<file path="config.mk">
export PLATFORM = sky130hd
export DESIGN_NAME = rect_sum_reader
export DESIGN_NICKNAME = d
export VERILOG_FILES = /design/src/rtl/rect_sum_reader.sv
export SDC_FILE = /design/constraint.sdc
export NUM_CORES = 1
export LEC_CHECK = 0
export CAP_MARGIN = 40
export CORE_AREA = 2 2 132 186
export CTS_CLUSTER_DIAMETER = 80
export DETAILED_ROUTE_END_ITERATION = 12
export DIE_AREA = 0 0 134 188
export GPL_TIMING_DRIVEN = 0
export SYNTH_ARGS = -nofsm -noshare
export SYNTH_HDL_FRONTEND = slang
export SYNTH_SLANG_ARGS = --single-unit
</file>
<file path="constraint.sdc">
create_clock -name clk -period 8.4 [get_ports clk]
set_clock_uncertainty 0.2 [all_clocks]
set_input_delay 2.1 -clock clk [delete_from_list [all_inputs] [get_ports clk]]
set_output_delay 2.1 -clock clk [all_outputs]
set_load 0.02 [all_outputs]
</file>
<file path="src/rtl/rect_sum_reader.sv">
// rect_sum_reader: fetches 4 ii corners per Haar rectangle and accumulates weighted rectangle sums per feature
module rect_sum_reader #(
  parameter int W_II          = 18,
  parameter int WINDOW_WIDTH  = 24,
  parameter int WINDOW_HEIGHT = 24,
  parameter int W_ADDR        = 10,
  parameter int W_COORD       = 5,
  parameter int W_WEIGHT      = 3,
  parameter int W_FEAT        = W_II + W_WEIGHT + 2
) (
  input  logic                       clk,
  input  logic                       rst,
  input  logic                       rect_valid,
  output logic                       rect_ready,
  input  logic [4*W_COORD-1:0]       rect_data,
  input  logic [W_WEIGHT-1:0]        rect_weight,
  input  logic                       rect_last,
  output logic                       ii_addr_valid,
  input  logic                       ii_addr_ready,
  output logic [W_ADDR-1:0]          ii_addr_data,
  input  logic                       ii_dout_valid,
  output logic                       ii_dout_ready,
  input  logic [W_II-1:0]            ii_dout_data,
  output logic                       feature_valid,
  input  logic                       feature_ready,
  output logic [W_FEAT-1:0]          feature_data,
  output logic                       rect_err
);
  typedef enum logic [1:0] {IDLE, FETCH, ACC, OUT} state_t;
  state_t state;
  logic [W_COORD-1:0] in_x0, in_y0, in_x1, in_y1;
  logic [W_COORD-1:0] x0, y0, x1, y1, ax, ay;
  logic signed [W_WEIGHT-1:0] weight;
  logic last, bad, err_q;
  logic [2:0] issued, received;
  logic [W_II-1:0] corner [4];
  logic [W_II-1:0] rsum;
  logic signed [W_FEAT-1:0] acc, w_ext, r_ext, term;
  assign {in_y1, in_x1, in_y0, in_x0} = rect_data;
  assign bad = (in_x1 <= in_x0) || (in_y1 <= in_y0) ||
               (32'(in_x1) >= WINDOW_WIDTH) || (32'(in_y1) >= WINDOW_HEIGHT);
  assign ay = issued[1] ? y1 : y0;
  assign ax = issued[0] ? x1 : x0;
  assign ii_addr_data  = W_ADDR'(ay) * W_ADDR'(WINDOW_WIDTH) + W_ADDR'(ax);
  assign rect_ready    = rst && state == IDLE;
  assign ii_addr_valid = rst && state == FETCH && !issued[2];
  assign ii_dout_ready = rst && state == FETCH && !received[2];
  assign feature_valid = rst && state == OUT;
  assign feature_data  = acc;
  assign rect_err      = rst && err_q;
  assign rsum  = corner[3] - corner[1] - corner[2] + corner[0];
  assign w_ext = W_FEAT'(weight);
  assign r_ext = W_FEAT'(rsum);
  assign term  = w_ext * r_ext;
  // Rectangle intake, corner fetch/collect, weighted accumulation and feature hand-off
  always_ff @(posedge clk) begin
    if (!rst) begin
      state    <= IDLE;
      acc      <= '0;
      issued   <= '0;
      received <= '0;
      err_q    <= 1'b0;
    end else begin
      err_q <= 1'b0;
      case (state)
        IDLE: if (rect_valid) begin
          {x0, y0, x1, y1} <= {in_x0, in_y0, in_x1, in_y1};
          weight <= rect_weight;
          last   <= rect_last;
          err_q  <= bad;
          state  <= !bad ? FETCH : rect_last ? OUT : IDLE;
        end
        FETCH: begin
          if (ii_addr_valid && ii_addr_ready) issued <= issued + 3'd1;
          if (ii_dout_valid && ii_dout_ready) begin
            corner[received[1:0]] <= ii_dout_data;
            received <= received + 3'd1;
            if (received == 3'd3) state <= ACC;
          end
        end
        ACC: begin
          acc      <= acc + term;
          issued   <= '0;
          received <= '0;
          state    <= last ? OUT : IDLE;
        end
        OUT: if (feature_ready) begin
          acc   <= '0;
          state <= IDLE;
        end
        default: state <= IDLE;
      endcase
    end
  end
endmodule

</file>
== Word level (Yosys, flattened, before mapping) ==
Memories as Yosys holds them, arrays and structs flattened.
Index checks and enable logic that the tools add are counted.

* Output and inout bits: 38
* Memory bits (writable): 72
* Bits in registers: 56
* Memories: 1

{| class="wikitable"
|+ Memories
! name !! words !! width !! read ports !! clocked after memory_dff !! write ports !! RTL line !! text
|-
| corner || 4 || 18 || 4 || 0 || 1 || 36 || <nowiki>logic [W_II-1:0] corner [4];</nowiki>
|}

* Equal/unequal tests: 9
* Reduce and logical (&&, ||, !) cells: 21
* $mul: 2
* Order comparisons: 4
* $add $sub $neg: 7
* Multiplexer cells: 20

{| class="wikitable"
|+ Operator list
! cell !! count
|-
| $pmux 23 s2 || 1
|-
| $sub 18x18->18 || 2
|-
| $add 23x22->23 || 1
|-
| $mux 23 || 1
|-
| $mul 3x19->22 || 1
|-
| $add 18x18->18 || 1
|-
| $mux 2 || 7
|-
| $pmux 3 s2 || 2
|-
| $add 10x5->10 || 1
|-
| $ge 5x5->1 const B || 2
|-
| $le 5x5->1 || 2
|-
| $mux 5 || 2
|-
| $logic_and 1x1->1 || 8
|-
| $pmux 2 s4 || 1
|-
| $mul 5x2->7 const B || 1
|-
| $add 3x1->3 const B || 2
|-
| $mux 3 || 2
|-
| $ne 2x1->1 const B || 3
|-
| $reduce_and 2->1 || 3
|-
| $eq 2x2->1 const B || 2
|-
| $mux 1 || 4
|-
| $ne 2x2->1 const B || 2
|-
| $reduce_and 4->1 || 1
|-
| $reduce_bool 2->1 || 2
|-
| other kinds (6) || 9
|}

== Logic depth before layout (Yosys ltp) ==
Gate-level depths: netlist of run 1.

* Depth in word-level cells: 8
* Mapped depth: 24

== Worst setup path before layout of run 1 ==
OpenSTA, ideal clock, no wires.

* Path kind: reg-to-reg
* From: memory corner[3][0]
* To: register acc[19], in the netlist feature_data[19]
* Buffers on the path: 1
* Stages on the path, launching flop included: 24
* Setup time: 0.125 ns
* Path slack: 2.281 ns
* Arrival: 5.794 ns
* Cells stage by stage: edfxtp_1 > fa_1 > inv_1 > fa_1 > inv_1 > ha_1 > fa_1 > a211oi_1 > o21bai_1 > nand3_1 > a21o_1 > mux2i_1 > and3_1 > fa_1 > fa_1 > ha_1 > ha_1 > clkbuf_1 > a2111oi_1 > o211ai_1 > o211ai_1 > and3_1 > xor2_1 > o21ai_1

{| class="wikitable"
|+ RTL lines
! item !! RTL line !! text
|-
| start, declared || 36 ||
|-
| end signal, assigned || 82 || <nowiki>acc <= acc + term;</nowiki>
|-
| end, declared || 38 || <nowiki>logic signed [W_FEAT-1:0] acc, w_ext, r_ext, term;</nowiki>
|}

==> results of run 1 <==
## Yosys cell counts (all sizes together) (2+ instances only)
cell     instances  area [µm²]
a21boi           2        15.0
xor2            16         140
a2111oi          2        18.8
o21ai           36         180
a221oi           3        32.5
and2            34         213
or3              3        18.8
ha              88        1100
nor3b            2        15.0
nor4b            2        17.5
o21a             3        23.8
o31ai            4        30.0
a21oi           44         224
mux2i            7        70.1
buf              7        35.0
o211ai           6        45.0
clkbuf          17        63.8
a211oi           9        72.6
nand2b           5        31.3
mux2             9         101
a21o            18         135
and3            15        93.8
edfxtp          96        2880
nor2            44         165
o41ai            2        25.0
nand3           16        80.1
nor2b           14        87.6
inv            108         405
a22oi            9        67.6
xnor2           24         218
nand2           61         229
dfxtp           32         641
nand4b           2        17.5
o31a             2        17.5
nand4           13        81.3
fa              72        1440
a31oi            5        31.3
nor3            12        60.1
and4             3        26.3
o21bai           3        22.5
## worst min-delay path by stage
stage | startpoint | endpoint | cells past startpoint
global route | feature_data[21] | feature_data[21] | 2
floorplan | issued[2] | issued[2] | 2
detailed placement | feature_data[21] | feature_data[21] | 2
finish | issued[2] | issued[2] | 2
CTS | issued[2] | issued[2] | 2
global placement | issued[2] | issued[2] | 2
## logic make-up after synthesis
kind of cell | count (synthesis) | share of synthesized area (%)
buffers and inverters | 132 | 5.41
and+or+nand+nor | 230 | 12.6
AOI/OAI and AO/OA | 159 | 11.2
DFF | 128 | 37.8
muxes | 16 | 1.84
xor gates and xnor gates | 40 | 3.84
adders and majority gates | 160 | 27.3
## report_power, final
part	internal [W]	switching [W]
sequential	0.000706	0.0000221
clock	0.000447	0.000308
combinational	0.000267	0.000372
## layout make-up
type / count / area, µm² / share of cell area, %
multi-input combinational: 605 / 5290 / 47.1
clock inverter: 15 / 175 / 1.56
tap: 310 / 388 / 3.45
clock buffer: 17 / 425 / 3.79
buffer: 24 / 98.8 / 0.880
sequential: 128 / 3520 / 31.4
inverter: 108 / 405 / 3.61
timing repair buffer: 90 / 926 / 8.24
## registers in the layout, indices dropped and copies added, names as in the netlist
signal / flops
corner: 72
feature_data: 23
x0: 5
x1: 5
y0: 5
y1: 5
issued: 3
received: 3
weight: 3
state: 2
err_q: 1
last: 1
## critical path: cells and delay by family, from the launching register on
kind,cells,cell delay [ns]
xor gates and xnor gates,1,0.20
and+or+nand+nor,5,1.18
buffers and inverters,3,0.39
DFF,1,0.40
AOI/OAI and AO/OA,6,1.13
adders and majority gates,8,3.25
## per-stage QoR
step	utilization, %	area [µm²]	setup slack, ns	instances	total power, W
floorplan	-	9320	2.28	865	0.00119
global placement	44.8	10600	1.60	1260	0.00137
detailed placement	45.1	10600	1.56	1265	0.00138
CTS	47.7	11200	1.53	1297	0.00215
global route	47.7	11200	1.11	1297	0.00226
finish	47.7	11200	1.51	1297	0.00212
## per-layer routing
metal	track usage [%]	up-vias	routed length, µm
li1	-	3236	-
met1	18.2	3090	7760
met2	30.5	126	10400
met3	3.27	24	628
met4	6.01	0	408
met5	0	-	0
==> impl_metrics.env, run 1 <==
export IMPL_ys_flop_type="edfxtp_1"
export IMPL_grt_total_usage_pct=16.4
export IMPL_endpoint="feature_data[19]"
export IMPL_tightest_slew_ns=0.718
export IMPL_grt_pass1_wl_um=32400
export IMPL_ff2ff_setup_slack_ns=1.51
export IMPL_worstReg2RegStart="corner[3][0]"
export IMPL_cts_root_buf="clkbuf_16"
export IMPL_die_w_um=134
export IMPL_setup_worst_path_class="reg2reg"
export IMPL_tns_ns=0
export IMPL_cp_end_kind="flip-flop"
export IMPL_final_nets=1182
export IMPL_fmax_mhz=145
export IMPL_fin_crit_sh_pct=82.0
export IMPL_synth_area_um2=9320
export IMPL_vias=6476
export IMPL_clkSinkCount=128
export IMPL_cp_start_kind="flip-flop"
export IMPL_netlist_instances=865
export IMPL_seq_area_frac_synth_pct=37.8
export IMPL_crit_required_ns=8.50
export IMPL_cp_arrival_ns=6.99
export IMPL_layout_commonest_cell="inv_1"
export IMPL_cp_common_cell="fa_1"
export IMPL_drv_slew=0
export IMPL_rows=67
export IMPL_power_density_nw_per_um2=189
export IMPL_cp_slowest_stage_delay_ns=0.58
export IMPL_synth_avg_cell_area_um2=10.8
export IMPL_synth_cell_types=66
export IMPL_period_needed_ns=6.89
export IMPL_insertion_delay_ns=0.43
export IMPL_antenna_found_initial=0
export IMPL_grt_pass1_vias=6682
export IMPL_fillers=2178
export IMPL_place_congestion=0.855
export IMPL_vias_per_cell=4.99
export IMPL_ys_warn_count=0
export IMPL_cts_max_level=4
export IMPL_crit_fanout=7
export IMPL_regToRegEndpoint="feature_data[19]"
export IMPL_slew_headroom_pct=51.8
export IMPL_dp_hpwl_um=15500
export IMPL_cap_violations=0
export IMPL_start_util_pct=39.5
export IMPL_status="finished, final reports clean"
export IMPL_first_iter_violations=207
export IMPL_rr_worst_depth=23
export IMPL_cts_tree="yes"
export IMPL_async_flop_share_pct=0
export IMPL_final_cell_mix="inv_1, edfxtp_1, ha_1, clkdlybuf4s50_1, fa_1"
export IMPL_rsz0062_at_grt="no"
export IMPL_path_cells="fa_1 > inv_1 > fa_1 > inv_1 > ha_1 > fa_1 > a211oi_1 > o21bai_1 > nand3_1 > a21o_1 > and2_1 > o21ai_0 > fa_1 > fa_1 > ha_1 > ha_1 > clkbuf_1 > nand4_1 > nor2_1 > o2111ai_1 > and3_1 > xor2_1 > o21ai_1"
export IMPL_grt_overflow_total=0
export IMPL_dr_pass1_iters=4
export IMPL_startpoint="corner[3][0]"
export IMPL_hold_viol=0
export IMPL_core_um2=23600
export IMPL_synth_edf_count=96
export IMPL_post_cts_resized=0
export IMPL_syn_nets=1073
export IMPL_setup_viol=0
export IMPL_postCtsHoldBufs=0
export IMPL_io_buffers=85
export IMPL_hold_ws_ns=0.267
export IMPL_irDropWorstVdd_uv=142
export IMPL_post_cts_buffers=0
export IMPL_grt_max_degree=21
export IMPL_hold_class="reg2reg"
export IMPL_ant_nets=0
export IMPL_drc=0
export IMPL_fp_dieH_um=188
export IMPL_wl_per_cell_um=14.8
export IMPL_path_clk_slew_ns=0.06
export IMPL_cts_inserted_buffers=17
export IMPL_p_leak_nw=4.75
export IMPL_clk_path_buf_depth=2
export IMPL_pin_count=86
export IMPL_critPathSlowestCell="fa_1"
export IMPL_drive_above_1_share_pct=6.59
export IMPL_area_delta_synth_final_pct=20.5
export IMPL_dieArea_um2=25200
export IMPL_wl_um=19200
export IMPL_ys_ff_latch=128
export IMPL_antenna_cells=0
Power figures use the tool's default switching activity.
==> inputs of run 2 (changes only) <==
==> constraint.sdc (replaced) <==
create_clock -name clk -period 6.65 [get_ports clk]
set_clock_uncertainty 0.2 [all_clocks]
set_input_delay 1.6625 -clock clk [delete_from_list [all_inputs] [get_ports clk]]
set_output_delay 1.6625 -clock clk [all_outputs]
set_load 0.02 [all_outputs]
==> run 2 against run 1 <==
Effect of this change: power rose by 29%; worst setup slack got worse by 1.3 ns; sequential power rose by 26%; largest cell class unchanged.
==> impl_metrics.env, run 2 (synthesized netlist as in run 1, its figures left out) <==
export IMPL_status="finished, final reports clean"
export IMPL_cp_common_cell="fa_1"
export IMPL_first_iter_violations=188
export IMPL_place_congestion=0.855
export IMPL_design_area_um2=11400
export IMPL_crit_fanout=7
export IMPL_power_density_nw_per_um2=241
export IMPL_hold_ws_ns=0.267
export IMPL_fmax_mhz=156
export IMPL_vias=6508
export IMPL_slew_headroom_pct=51.5
export IMPL_grt_pass1_wl_um=32500
export IMPL_cp_arrival_ns=6.57
export IMPL_die_w_um=134
export IMPL_cp_end_kind="flip-flop"
export IMPL_ant_nets=0
export IMPL_grt_overflow_total=0
export IMPL_setup_worst_path_class="reg2reg"
export IMPL_period_needed_ns=6.42
export IMPL_cts_tree="yes"
export IMPL_vias_per_cell=5.03
export IMPL_wl_um=19500
export IMPL_dpl_cell_area_um2=10600
export IMPL_wl_per_cell_um=15.1
export IMPL_grt_met3_usage_pct=3.33
export IMPL_start_util_pct=39.5
export IMPL_cts_max_level=4
export IMPL_met2_usage_pct=30.4
export IMPL_dr_pass1_iters=4
export IMPL_clk_path_buf_depth=2
export IMPL_critPathSlowestCell="fa_1"
export IMPL_path_cells="fa_1 > inv_1 > fa_1 > inv_1 > ha_1 > fa_2 > a211oi_4 > o21bai_2 > nand3_2 > a21o_1 > and2_1 > o21ai_0 > fa_1 > fa_1 > ha_1 > ha_2 > nand4_1 > nor2_2 > and3_1 > o211ai_1 > and4_1 > o31ai_1"
export IMPL_drc=0
export IMPL_cp_start_kind="flip-flop"
export IMPL_fin_crit_sh_pct=96.6
export IMPL_antenna_cells=0
export IMPL_drive_above_1_share_pct=9.76
export IMPL_grt_max_degree=21
export IMPL_p_leak_nw=4.76
export IMPL_final_nets=1179
export IMPL_dieArea_um2=25200
export IMPL_path_clk_slew_ns=0.07
export IMPL_core_um2=23600
export IMPL_cap_violations=0
export IMPL_grt_most_used_layer="met2"
export IMPL_power_w=0.00274
export IMPL_cts_inserted_buffers=17
export IMPL_cp_slowest_stage_delay_ns=0.58
export IMPL_fillers=2163
export IMPL_dp_hpwl_um=15500
export IMPL_area_delta_synth_final_pct=22.2
export IMPL_rows=67
export IMPL_antenna_found_initial=0
export IMPL_io_buffers=85
export IMPL_tightest_slew_ns=0.723
export IMPL_grt_met1_usage_pct=18.2
export IMPL_crit_required_ns=6.80
export IMPL_clkSinkCount=128
export IMPL_drv_slew=0
export IMPL_largest_reg_flops=72
export IMPL_insertion_delay_ns=0.43
export IMPL_tns_ns=0
export IMPL_layout_commonest_cell="inv_1"
export IMPL_irDropWorstVdd_uv=181
export IMPL_hold_class="reg2reg"
export IMPL_grt_pass1_vias=6704
export IMPL_hold_viol=0
export IMPL_pin_count=86
export IMPL_cts_root_buf="clkbuf_16"
export IMPL_setup_viol=0
export IMPL_fp_dieH_um=188
export IMPL_final_cell_mix="inv_1, edfxtp_1, clkdlybuf4s50_1, ha_1, fa_1"
export IMPL_grt_total_usage_pct=16.4
## run 2: final cells by class
type                    count  area (µm²)  share of cell area [%]
well taps                 310         388                    3.41
repair buffers             92         941                    8.27
inverters                 108         405                    3.56
plain buffers              19        83.8                   0.737
clock buffers              17         425                    3.74
clock inverters            15         175                    1.54
flip-flops and latches    128        3520                    31.0
multi-input cells         605        5440                    47.8
## run 2: stage by stage
step           util, %  setup WS [ns]  instances
6_report          48.3          0.229       1294
5_1_grt           48.3        -0.0458       1294
3_5_place_dp      45.1         -0.190       1265
3_3_place_gp      44.8         -0.152       1260
2_1_floorplan        -          0.531        865
4_1_cts           47.7         0.0186       1294
## run 2: routing by layer
layer,part of all wire (%),vias up
met3,3.0,32
met4,2.7,0
met2,54,119
met5,0,-
met1,40,3128
li1,-,3229
## run 2: final timing paths
path           startpoint                to  slack (ns)  cells past startpoint
min             issued[2]         issued[2]        0.27                      2
min reg2reg     issued[2]         issued[2]        0.27                      2
max reg2reg  corner[3][0]  feature_data[21]        0.23                     22
max          corner[3][0]  feature_data[21]        0.23                     22
## run 2: repair_timing
| item | CTS | global route |
|---|---|---|
| pin swaps | 0 | 5 |
| setup buffers | 0 | 2 |
| hold endpoints to repair | 0 | 0 |
| hold buffers | 0 | 0 |
| setup endpoints to repair | 6 | 10 |
| resized for setup | 5 | 33 |
## run 2: critical path, delay by kind of cell, from the launching register on
family	cells	cell delay, ns
buf+inv	2	0.09
flops	1	0.40
compound gates	6	1.09
simple gates	6	1.18
fa+ha+maj	8	3.38
## run 2: power by group
| group | leakage (nW) | internal [W] | switching [W] | total [W] |
|---|---|---|---|---|
| clock | 0.291 | 0.000564 | 0.000392 | 0.000956 |
| sequential | 1.13 | 0.000891 | 0.0000279 | 0.000919 |
| combinational | 3.34 | 0.000373 | 0.000489 | 0.000862 |
| total | 4.76 | 0.00183 | 0.000908 | 0.00274 |
==> inputs of run 3 (changes only) <==
--- a/config.mk
+++ b/config.mk
@@ -5,12 +5,15 @@
 export SDC_FILE = /design/constraint.sdc
 export NUM_CORES = 1
 export LEC_CHECK = 0
-export CAP_MARGIN = 40
+export CAP_MARGIN = 20
+export CELL_PAD_IN_SITES_DETAIL_PLACEMENT = 1
+export CELL_PAD_IN_SITES_GLOBAL_PLACEMENT = 1
 export CORE_AREA = 2 2 132 186
 export CTS_CLUSTER_DIAMETER = 80
 export DETAILED_ROUTE_END_ITERATION = 12
 export DIE_AREA = 0 0 134 188
 export GPL_TIMING_DRIVEN = 0
+export PLACE_DENSITY_LB_ADDON = 0.1
 export SYNTH_ARGS = -nofsm -noshare
 export SYNTH_HDL_FRONTEND = slang
 export SYNTH_SLANG_ARGS = --single-unit
==> run 3 against run 2 <==
Effect of this change: cell count barely moved; wire length grew 9.5%; sequential power hardly changed; first-iteration DRC count is 27% lower; clock power down 2.3%; die area stayed put; fmax is 1.0% higher; sequential share of layout area grew 0.11 points; register-to-register slack improved by 0.06 ns; via count increased by 0.95%; combinational power increased by 2%; critical endpoint is now feature_data[15]; largest cell class unchanged; highest routed layer unchanged.
==> impl_metrics.env, run 3 (synthesized netlist as in run 1, its figures left out) <==
export IMPL_insertion_delay_ns=0.43
export IMPL_slew_headroom_pct=31.5
export IMPL_period_needed_ns=6.36
export IMPL_cp_start_kind="flip-flop"
export IMPL_clkSinkCount=128
export IMPL_tightest_slew_ns=1.03
export IMPL_cts_root_buf="clkbuf_16"
export IMPL_setup_ws_ns=0.294
export IMPL_place_ws_ns=-0.294
export IMPL_crit_required_ns=6.76
export IMPL_antenna_found_initial=0
export IMPL_grt_overflow_total=0
export IMPL_dr_pass1_iters=4
export IMPL_cts_max_level=4
export IMPL_final_cell_mix="inv_1, edfxtp_1, clkdlybuf4s50_1, ha_1, fa_1"
export IMPL_start_util_pct=39.5
export IMPL_power_density_nw_per_um2=241
export IMPL_cts_inserted_buffers=17
export IMPL_layout_commonest_cell="inv_1"
export IMPL_dp_hpwl_um=17100
export IMPL_pin_count=86
export IMPL_wl_um=21400
export IMPL_tns_ns=0
export IMPL_p_leak_nw=4.74
export IMPL_min_delay_path_depth=2
export IMPL_vias=6570
export IMPL_postCtsHoldBufs=0
export IMPL_dieArea_um2=25200
export IMPL_drive_above_1_share_pct=9.97
export IMPL_rsz0062_at_grt="yes"
export IMPL_io_buffers=85
export IMPL_first_iter_violations=137
export IMPL_irDropWorstVdd_uv=178
export IMPL_ff2ff_setup_slack_ns=0.29
export IMPL_crit_fanout=7
export IMPL_area_delta_synth_final_pct=21.7
export IMPL_path_clk_slew_ns=0.06
export IMPL_endpoint="feature_data[15]"
export IMPL_rows=67
export IMPL_clk_path_buf_depth=2
export IMPL_hold_class="reg2reg"
export IMPL_drc=0
export IMPL_ant_nets=0
export IMPL_cp_arrival_ns=6.46
export IMPL_antenna_cells=0
export IMPL_setup_worst_path_class="reg2reg"
export IMPL_setup_viol=0
export IMPL_worstReg2RegStart="corner[3][0]"
export IMPL_grt_total_usage_pct=18.0
export IMPL_hold_viol=0
export IMPL_drv_slew=0
export IMPL_grt_pass1_vias=7142
export IMPL_fin_crit_sh_pct=95.6
export IMPL_vias_per_cell=5.08
export IMPL_largest_reg_flops=72
export IMPL_core_um2=23600
export IMPL_wl_per_cell_um=16.5
export IMPL_cts_tree="yes"
export IMPL_cp_end_kind="flip-flop"
export IMPL_die_w_um=134
export IMPL_status="finished, final reports clean"
export IMPL_fp_dieH_um=188
export IMPL_fmax_mhz=157
export IMPL_fillers=2557
export IMPL_grt_pass1_wl_um=35300
export IMPL_cap_violations=0
export IMPL_final_nets=1178
export IMPL_regToRegEndpoint="feature_data[15]"
export IMPL_grt_max_degree=26
export IMPL_startpoint="corner[3][0]"
export IMPL_place_congestion=0.814
export IMPL_rr_worst_depth=21
==> run 3: cell types whose count changed in the layout (fill, tap and decap cells not counted), moves of 2 or more <==
cell / change
buf_8: -5
buf_4: +4
clkinv_4: -3
inv_8: -3
a21oi_1: +2
a21oi_2: -2
clkinv_2: +2
ha_1: -2
ha_2: +2
inv_6: +2
o21ai_0: -2
xor2_1: -2
xor2_2: +2
==> run 3: cell type report <==
cell class / count / area, µm² / share of cell area [%]
buffer: 19 / 83.8 / 0.739
timing repair buffer: 91 / 916 / 8.08
clock inverter: 15 / 154 / 1.36
tap: 310 / 388 / 3.42
sequential: 128 / 3520 / 31.1
inverter: 108 / 405 / 3.57
multi-input combinational: 605 / 5450 / 48.0
clock buffer: 17 / 425 / 3.75
==> run 3: worst min path at each step <==
| stage | from | to | slack (ns) |
|---|---|---|---|
| floorplan | issued[2] | issued[2] | 0.24 |
| global placement | issued[2] | issued[2] | 0.26 |
| detailed placement | issued[2] | issued[2] | 0.27 |
| CTS | issued[2] | issued[2] | 0.28 |
| global route | issued[2] | issued[2] | 0.30 |
| finish | issued[2] | issued[2] | 0.28 |
==> run 3: metal layers <==
metal	track usage (%)	wire length, µm	up-vias
li1	-	-	3219
met1	20.2	8750	3226
met2	33.4	11500	93
met3	3.35	569	32
met4	6.59	575	0
met5	0	0	-
==> run 3: critical path, stage by stage (launching register included) <==
cell and delay [ns]:
edfxtp_1 0.40, fa_1 0.54, inv_1 0.06, fa_1 0.48, inv_1 0.05, ha_1 0.22
fa_2 0.40, a211oi_4 0.26, o21bai_2 0.13, a211oi_1 0.24, a21oi_1 0.10, and2_1 0.19
fa_1 0.52, fa_1 0.43, ha_1 0.31, ha_1 0.40, a21oi_1 0.20, nand2_1 0.13
o211a_1 0.31, o21ai_0 0.39, mux2i_1 0.23, nand2_1 0.06
==> run 3: per-stage QoR <==
stage	utilization [%]	cell area, µm²	instances	power (W)	hold WS, ns
after global placement	44.8	10600	1260	0.00175	0.257
after detailed placement	44.8	10600	1260	0.00176	0.274
final	48.1	11300	1293	0.00273	0.276
after CTS	47.4	11200	1290	0.00271	0.282
after global routing	48.1	11300	1293	0.00290	0.301
after floorplan	-	9320	865	0.00150	0.241
==> run 3: timing repair <==
| action | 4_1_cts | 5_1_grt |
|---|---|---|
| resized for setup | 10 | 35 |
| setup endpoints to repair | 9 | 10 |
| buffers inserted | 1 | 4 |
| pin swaps | 2 | 7 |
| endpoints found under the hold margin | 0 | 0 |
==> run 3: power breakdown <==
part	total [W]	switching (W)	internal, W
Sequential	0.000920	0.0000284	0.000892
Clock	0.000934	0.000380	0.000555
Combinational	0.000876	0.000497	0.000378
